[src/rtl/redux_stream_if.sv]
// Pixel stream bundle for the 2x2 reducer: input handshake, output handshake
// with row/frame markers, mode select and frame-in-progress flag.
interface redux_stream_if #(
  parameter int PIX_W = 8
);
  logic [1:0]       mode;
  logic [PIX_W-1:0] in_pix;
  logic             in_valid;
  logic             in_ready;
  logic [PIX_W-1:0] out_pix;
  logic             out_valid;
  logic             out_ready;
  logic             out_eol;
  logic             out_eof;
  logic             busy;

  modport master (
    output mode, in_pix, in_valid, out_ready,
    input  in_ready, out_pix, out_valid, out_eol, out_eof, busy
  );

  modport slave (
    input  mode, in_pix, in_valid, out_ready,
    output in_ready, out_pix, out_valid, out_eol, out_eof, busy
  );
endinterface

[src/rtl/redux_stream.sv]
// Streaming 2x2 image reducer: raster pixels in, one max/min/mean/decimated
// pixel out per 2x2 block, using a half-width line buffer of pair values.
module redux_stream #(
  parameter int PIX_W = 8,
  parameter int IMG_W = 160,
  parameter int IMG_H = 120
) (
  input  logic          clk,
  input  logic          rst,
  redux_stream_if.slave bus
);
  localparam int CW = $clog2(IMG_W);
  localparam int RW = $clog2(IMG_H);
  localparam int BW = (IMG_W / 2 > 1) ? $clog2(IMG_W / 2) : 1;

  logic [CW-1:0]    col;
  logic [RW-1:0]    row;
  logic [1:0]       mode_q;
  logic [PIX_W-1:0] p0;
  logic [PIX_W:0]   linebuf [IMG_W/2];

  logic             accept;
  logic             at_first;
  logic             at_last_col;
  logic             at_last;
  logic [BW-1:0]    bidx;
  logic [PIX_W:0]   pair;
  logic [PIX_W:0]   bufv;
  logic [PIX_W+1:0] sum;
  logic [PIX_W-1:0] res;

  assign bus.in_ready = ~bus.out_valid | bus.out_ready;
  assign accept       = bus.in_valid & bus.in_ready;
  assign at_first     = (col == '0) && (row == '0);
  assign at_last_col  = (col == CW'(IMG_W - 1));
  assign at_last      = at_last_col && (row == RW'(IMG_H - 1));
  assign bidx         = BW'(col >> 1);

  // Horizontal pair, then vertical combine with the pair stored on the even row.
  always_comb begin
    pair = '0;
    bufv = linebuf[bidx];
    sum  = '0;
    res  = '0;
    case (mode_q)
      2'd0: pair = {1'b0, (p0 > bus.in_pix) ? p0 : bus.in_pix};
      2'd1: pair = {1'b0, (p0 < bus.in_pix) ? p0 : bus.in_pix};
      2'd2: pair = {1'b0, p0} + {1'b0, bus.in_pix};
      default: pair = {1'b0, p0};
    endcase
    case (mode_q)
      2'd0: res = (bufv > pair) ? bufv[PIX_W-1:0] : pair[PIX_W-1:0];
      2'd1: res = (bufv < pair) ? bufv[PIX_W-1:0] : pair[PIX_W-1:0];
      2'd2: begin
        sum = {1'b0, bufv} + {1'b0, pair} + (PIX_W+2)'(2);
        res = sum[PIX_W+1:2];
      end
      default: res = bufv[PIX_W-1:0];
    endcase
  end

  // Line buffer holds no control state, so it is left out of reset.
  always_ff @(posedge clk) begin
    if (accept && col[0] && !row[0])
      linebuf[bidx] <= pair;
  end

  always_ff @(posedge clk) begin
    if (rst) begin
      col           <= '0;
      row           <= '0;
      mode_q        <= 2'd0;
      p0            <= '0;
      bus.busy      <= 1'b0;
      bus.out_valid <= 1'b0;
      bus.out_pix   <= '0;
      bus.out_eol   <= 1'b0;
      bus.out_eof   <= 1'b0;
    end else begin
      if (bus.out_valid && bus.out_ready)
        bus.out_valid <= 1'b0;
      if (accept) begin
        if (at_first)
          mode_q <= bus.mode;
        if (!col[0])
          p0 <= bus.in_pix;
        if (at_last_col) begin
          col <= '0;
          row <= at_last ? '0 : row + 1'b1;
        end else begin
          col <= col + 1'b1;
        end
        bus.busy <= ~at_last;
        // A later load in the same cycle as a drain wins over the clear above.
        if (row[0] && col[0]) begin
          bus.out_valid <= 1'b1;
          bus.out_pix   <= res;
          bus.out_eol   <= at_last_col;
          bus.out_eof   <= at_last;
        end
      end
    end
  end
endmodule
[src/flat_wrapper.sv]
// flat-port wrapper written by rule: the top's interface ports become plain ports
module redux_stream_flat 
#(
  parameter int PIX_W = 8,
  parameter int IMG_W = 160,
  parameter int IMG_H = 120
)
  (clk, rst, bus_mode, bus_in_pix, bus_in_valid, bus_out_ready, bus_in_ready, bus_out_pix, bus_out_valid, bus_out_eol, bus_out_eof, bus_busy);
  redux_stream_if #(.PIX_W(PIX_W)) bus_i ();
  input  logic clk;
  input  logic rst;
  input wire logic [$bits(bus_i.mode)-1:0] bus_mode;
  input wire logic [$bits(bus_i.in_pix)-1:0] bus_in_pix;
  input wire logic [$bits(bus_i.in_valid)-1:0] bus_in_valid;
  input wire logic [$bits(bus_i.out_ready)-1:0] bus_out_ready;
  output wire logic [$bits(bus_i.in_ready)-1:0] bus_in_ready;
  output wire logic [$bits(bus_i.out_pix)-1:0] bus_out_pix;
  output wire logic [$bits(bus_i.out_valid)-1:0] bus_out_valid;
  output wire logic [$bits(bus_i.out_eol)-1:0] bus_out_eol;
  output wire logic [$bits(bus_i.out_eof)-1:0] bus_out_eof;
  output wire logic [$bits(bus_i.busy)-1:0] bus_busy;
  assign bus_i.mode = bus_mode;
  assign bus_i.in_pix = bus_in_pix;
  assign bus_i.in_valid = bus_in_valid;
  assign bus_i.out_ready = bus_out_ready;
  assign bus_in_ready = bus_i.in_ready;
  assign bus_out_pix = bus_i.out_pix;
  assign bus_out_valid = bus_i.out_valid;
  assign bus_out_eol = bus_i.out_eol;
  assign bus_out_eof = bus_i.out_eof;
  assign bus_busy = bus_i.busy;
  redux_stream #(.PIX_W(PIX_W), .IMG_W(IMG_W), .IMG_H(IMG_H)) u_core (.clk(clk), .rst(rst), .bus(bus_i));
endmodule
[config.mk]
export PLATFORM = sky130hd
export DESIGN_NAME = redux_stream_flat
export DESIGN_NICKNAME = d
export VERILOG_FILES = /design/src/rtl/redux_stream_if.sv /design/src/rtl/redux_stream.sv /design/src/flat_wrapper.sv
export SDC_FILE = /design/constraint.sdc
export NUM_CORES = 1
export LEC_CHECK = 0
export CAP_MARGIN = 40
export CORE_MARGIN = 5
export CORE_UTILIZATION = 40
export CTS_CLUSTER_SIZE = 12
export DETAILED_ROUTE_END_ITERATION = 16
export GPL_TIMING_DRIVEN = 0
export MAX_ROUTING_LAYER = met4
export PLACE_DENSITY_LB_ADDON = 0.25
export SLEW_MARGIN = 20
export SYNTH_ARGS = -nofsm -noshare
export SYNTH_HDL_FRONTEND = slang
export SYNTH_SLANG_ARGS = --single-unit
[constraint.sdc]
create_clock -name clk -period 9.9 [get_ports clk]
set_input_delay 0.99 -clock clk [delete_from_list [all_inputs] [get_ports clk]]
set_output_delay 0.99 -clock clk [all_outputs]
set_load 0.01 [all_outputs]
## Yosys cells after proc, flatten, opt, wreduce, memory -nomap -nowiden

Memory sizes are Yosys's and may differ from the RTL's. A register that Yosys moved wholly into a read port is not among the register bits.
Cells that the tools add are included.
Widths: inputs -> output; s select.

| operators by class | value |
|---|---|
| muxes and demuxes | 15 |
| reductions and logical operators | 14 |
| divide/modulo/power cells | 0 |
| shift-type cells | 0 |
| multipliers | 0 |
| equality and inequality tests | 4 |
| bitwise operators | 5 |
| add/sub/neg operators | 5 |
| $lt $le $gt $ge | 4 |

Operators with widths:

| kind | count |
|---|---|
| $mux 8 | 5 |
| $pmux 9 s3 | 1 |
| $pmux 8 s3 | 1 |
| $mux 7 | 3 |
| $add 10x2->10 const B | 1 |
| $add 9x9->10 | 1 |
| $add 8x8->9 | 1 |
| $gt 9x9->1 | 1 |
| $lt 9x9->1 | 1 |
| $add 8x1->8 const B | 1 |
| $eq 8x8->1 const B | 1 |
| $gt 8x8->1 | 1 |
| $logic_not 8->1 | 1 |
| $lt 8x8->1 | 1 |
| $reduce_and 2->1 | 4 |
| $add 7x1->7 const B | 1 |
| $eq 7x7->1 const B | 1 |
| $logic_not 7->1 | 1 |
| $logic_and 1x1->1 | 6 |
| $mux 1 | 5 |
| $not 1->1 | 3 |
| $eq 2x1->1 const B | 1 |
| $eq 2x2->1 const B | 1 |
| $logic_not 2->1 | 1 |
| other kinds (3) | 3 |

| word-level totals | value |
|---|---|
| logic and storage cells | 57 |
| bits in read-only memories | 0 |
| bits in latches | 0 |
| memories | 1 |
| output and inout bits | 13 |
| register bits after elaboration | 37 |
| input port bits | 14 |
| memory bits (writable) | 720 |

Memory list:

| name | words | bits a word | rd ports | clocked after Yosys merged registers in | write ports | RTL line | RTL |
|---|---|---|---|---|---|---|---|
| u_core.linebuf | 80 | 9 | 1 | 1 | 1 | redux_stream.sv:20 | `logic [PIX_W:0] linebuf [IMG_W/2];` |

## Longest topological paths before layout

| logic depth | value |
|---|---|
| depth after elaboration | 7 |
| mapped depth | 23 |
| depth with buffers taken out | 23 |

## Worst setup path before layout

Ideal clock, no wire load.

| timing path | value |
|---|---|
| kind | input port to flip-flop |
| start | input port bus_in_pix[1] |
| end | register u_core.bus.out_pix[0] |
| path slack | 1875 ps |
| path buffers | 0 |
| cell stages on the path | 19 |
| setup time | 87 ps |
| data arrival time | 7938 ps |
| required time | 9813 ps |
| cell sequence | inv_1 > ha_1 > nor2b_1 > o211ai_1 > a21oi_1 > o22ai_1 > nor2_1 > a211oi_1 > o21ai_0 > a22oi_1 > ha_1 > or3_1 > or3_1 > or3_1 > a211oi_4 > o32ai_4 > mux2i_1 > o211a_1 > o31ai_1 |

| between the ends | value |
|---|---|
| longest elaborated chain between the ends | 6 |
| elaborated cells between the ends (all ways) | 13 |
| classes of those cells | add/sub (3); order compare (4); mux (6) |

Ends and longest elaborated chain:

| item | RTL line | RTL |
|---|---|---|
| start: declaration | flat_wrapper.sv:13 | `input wire logic [$bits(bus_i.in_pix)-1:0] bus_in_pix;` |
| $lt 8x8->1 / $gt 8x8->1 (equally long branches) | redux_stream.sv:47, redux_stream.sv:46 |  |
| $mux 8, on equally long branches | redux_stream.sv:47, redux_stream.sv:46 |  |
| $pmux 9 s3 (*) | redux_stream.sv:45 | `case (mode_q)` |
| via u_core.pair[7] | redux_stream.sv:27 | `logic [PIX_W:0] pair;` |
| $lt 9x9->1 / $gt 9x9->1 (equally long branches) | redux_stream.sv:53, redux_stream.sv:52 |  |
| $mux 8, on equally long branches | redux_stream.sv:53, redux_stream.sv:52 |  |
| $pmux 8 s3 (*) | redux_stream.sv:51 | `case (mode_q)` |
| end signal: assignment | redux_stream.sv:97 | `bus.out_pix <= res;` |
| end: declaration | redux_stream_if.sv:24 | `output in_ready, out_pix, out_valid, out_eol, out_eof, busy` |

The timed path passes the listed nets; every way through them passes the cells marked *.
A chain may end at the register's enable or synchronous reset.

==> flow_summary.json <==
{
  "critPathKind": "flip-flop to flip-flop",
  "syn_avg_cell_area_sq_um": 18.6,
  "path_clk_slew_ns": 0.06,
  "drt_iter0_markers": 1845,
  "p_per_area_nw_per_um2": 191,
  "leakage_uw": 0.0116,
  "firstDrtPassIters": 5,
  "maxSlewViolCount": 0,
  "setup_tns_ns": 0,
  "async_flop_share_pct": 0,
  "place_hpwl_mm": 59.1,
  "outcome": "complete, no violations",
  "hold_depth": 2,
  "crit_chain": "buf_2 > buf_2 > clkbuf_1 > clkbuf_1 > buf_6 > buf_2 > buf_2 > mux4_2 > mux4_2 > mux4_2 > mux2_2 > ha_1 > inv_1 > or3_1 > or3_1 > or3_1 > a211oi_4 > o32ai_4 > mux2i_1 > o211a_1 > o31ai_1",
  "routed_wl_mm": 86.1,
  "final_common_cell": "edfxtp_1",
  "die_w_microns": 291,
  "io_buffers": 26,
  "cp-start-kind": "flip-flop",
  "ff2ff_path_depth": 21,
  "hold_buffers": 0,
  "ys_warn_count": 0,
  "final_util_pct": 46.5,
  "grt_pass1_wl_mm": 124,
  "fin_crit_ns": 8.30,
  "numCtsBuffers": 80,
  "die_h_microns": 291,
  "die_area_sq_um": 84800,
  "grt_overflow": 0,
  "grt_pass1_vias": 17411,
  "cts_tree": "done",
  "ys_ff_latch": 764,
  "routabilityCongestion": 0.881,
  "multi_input_area_sq_um": 8660,
  "synth_edf_count": 720,
  "num_rows": 103,
  "cp_common_cell": "buf_2",
  "hold_path_startpoint": "u_core.bus.out_eol",
  "coreArea_sq_um": 78700,
  "cp_max_fo": 10,
  "clock_path_buffers": 3,
  "slew_headroom_pct": 37.1,
  "dpl_cell_area_sq_um": 34200,
  "nets": 1966,
  "rsz0062_at_grt": "false",
  "min_period_over_period_pct": 83.8,
  "track_usage_pct": 20.7,
  "critPathMaxStageDelay_ns": 0.69,
  "postCtsSetupRepairBufs": 0,
  "slowest_stage": "clkbuf_1",
  "vias_per_cell": 5.76,
  "worst_ep_arrival_time_ns": 8.82,
  "min_to": "u_core.bus.out_eol",
  "layout.cells.non_filler": 3008,
  "placedCellCount": 2867,
  "drc": 0,
  "hold_viol_final": 0,
  "final_cell_area_sq_um": 36600,
  "hp-class": "flip-flop to flip-flop",
  "syn2layout_area_growth_pct": 15.7,
  "io_pins": 27,
  "timing.max_cap.violations": 0,
  "syn_area_sq_um": 31600,
  "fin_hold_ws_ns": 0.470,
  "grt_max_degree": 65,
  "start_util_pct": 40.2,
  "htree_levels": 3,
  "cp.required_ns": 10.42,
  "antenna_cells": 0,
  "ff2ff_setup_slack_ns": 1.60,
  "synth_nets": 1762,
  "skew_ns": 0.0250,
  "cts_root_buffer": "clkbuf_16",
  "cp-end-kind": "flip-flop",
  "maxClockFrequency_mhz": 121,
  "final_cell_mix": "edfxtp_1, mux4_2, nor2_1, clkbuf_16, nand2_1",
  "vias": 17331,
  "clk_latency_ns": 0.63,
  "syn_inst": 1704,
  "fill_cells": 6649,
  "cts_sinks": 764,
  "ir_worst_vdd_uv": 121,
  "seq_area_frac_synth_pct": 71.1,
  "ys_types": 75,
  "setup_violations": 0,
  "drive_above_1_share_pct": 24.8,
  "antenna_found_initial": 2,
  "avgRoutedWirePerCell_microns": 28.6,
  "cts_resized": 0,
  "synth_ff_type": "edfxtp_1",
  "antenna_left": 0,
  "regArea_sq_um": 22500,
  "r2r_end": "u_core.bus.out_pix[5]",
  "tightest_slew_ns": 0.941
}
## sequential cells by signal, summed over array words and instances, names as in the netlist, named ones only
signal                flops
u_core.mode_q             2
u_core.bus.busy           1
u_core.bus.out_valid      1
u_core.bus.out_eof        1
u_core.col                8
u_core.bus.out_pix        8
u_core.bus.out_eol        1
u_core.p0                 8
u_core.linebuf          720
u_core.row                7
## how the worst max path moves through the flow
| stage | end | slack (ns) | cells past startpoint |
|---|---|---|---|
| 2_1_floorplan | u_core.bus.out_pix[0] | 1.87 | 19 |
| 3_3_place_gp | u_core.bus.out_pix[0] | -2.29 | 20 |
| 3_5_place_dp | u_core.bus.out_pix[5] | 1.64 | 21 |
| 4_1_cts | u_core.bus.out_pix[5] | 1.63 | 21 |
| 5_1_grt | u_core.bus.out_pix[5] | 1.40 | 21 |
| 6_report | u_core.bus.out_pix[5] | 1.60 | 21 |
## stage by stage
stage	setup WS [ns]	power [uW]
4_1_cts	1.63	7040
3_3_place_gp	-2.29	4270
2_1_floorplan	1.87	4070
3_5_place_dp	1.64	4310
6_report	1.60	6980
5_1_grt	1.40	7230
## cells by family after synthesis
kind of cell | after synthesis | synth area share [%]
DFF | 764 | 71.1
and+or+nand+nor | 308 | 4.44
muxes | 278 | 16.6
AOI/OAI and AO/OA | 178 | 3.68
buffers and inverters | 111 | 1.74
adders and majority gates | 44 | 1.79
xor gates and xnor gates | 21 | 0.581
## per-layer routing
layer / up-vias / global-route usage, % / share of wire [%]
li1: 7318 / - / -
met1: 9047 / 27.3 / 41
met2: 810 / 33.1 / 49
met3: 156 / 3.87 / 7.7
met4: 0 / 6.18 / 3.1
met5: - / - / 0
## Yosys cell counts, types with 11 or more instances
| master | number | area (sq um) |
|---|---|---|
| buf_2 | 24 | 120 |
| clkbuf_1 | 35 | 131 |
| nor2_1 | 137 | 514 |
| inv_1 | 31 | 116 |
| dfxtp_1 | 44 | 881 |
| nor2b_1 | 11 | 68.8 |
| a21oi_1 | 48 | 240 |
| buf_6 | 11 | 124 |
| xor2_1 | 11 | 96.3 |
| mux4_2 | 197 | 4440 |
| nand3_1 | 25 | 125 |
| nand2_1 | 71 | 267 |
| mux2i_1 | 70 | 701 |
| nor3_1 | 14 | 70.1 |
| ha_1 | 42 | 526 |
| o21ai_0 | 42 | 210 |
| edfxtp_1 | 720 | 21600 |
| a22oi_1 | 22 | 165 |
## cell type report
cell class	count	share of cell area, %
Clock buffer	109	6.03
Timing Repair Buffer	122	3.35
Buffer	77	1.17
Clock inverter	23	0.349
Sequential cell	764	61.5
Tap cell	1050	3.59
Multi-Input combinational cell	829	23.7
Inverter	34	0.369
## power by group
group	switching (uW)	internal [uW]
logic	380	200
clock network	1190	1550
registers	5.99	3650
total	1580	5410
## worst max-delay path: cells and delay by family (launching register included)
family | cells | cell delay, ns
multiplexers | 5 | 1.99
AND/OR/NAND/NOR | 3 | 1.15
adder cells (fa/ha/maj) | 1 | 0.28
AO/OA/AOI/OAI | 4 | 1.18
flip-flops | 1 | 0.45
buffers and inverters | 8 | 3.11
No activity file was read; power rests on OpenSTA's default activity.
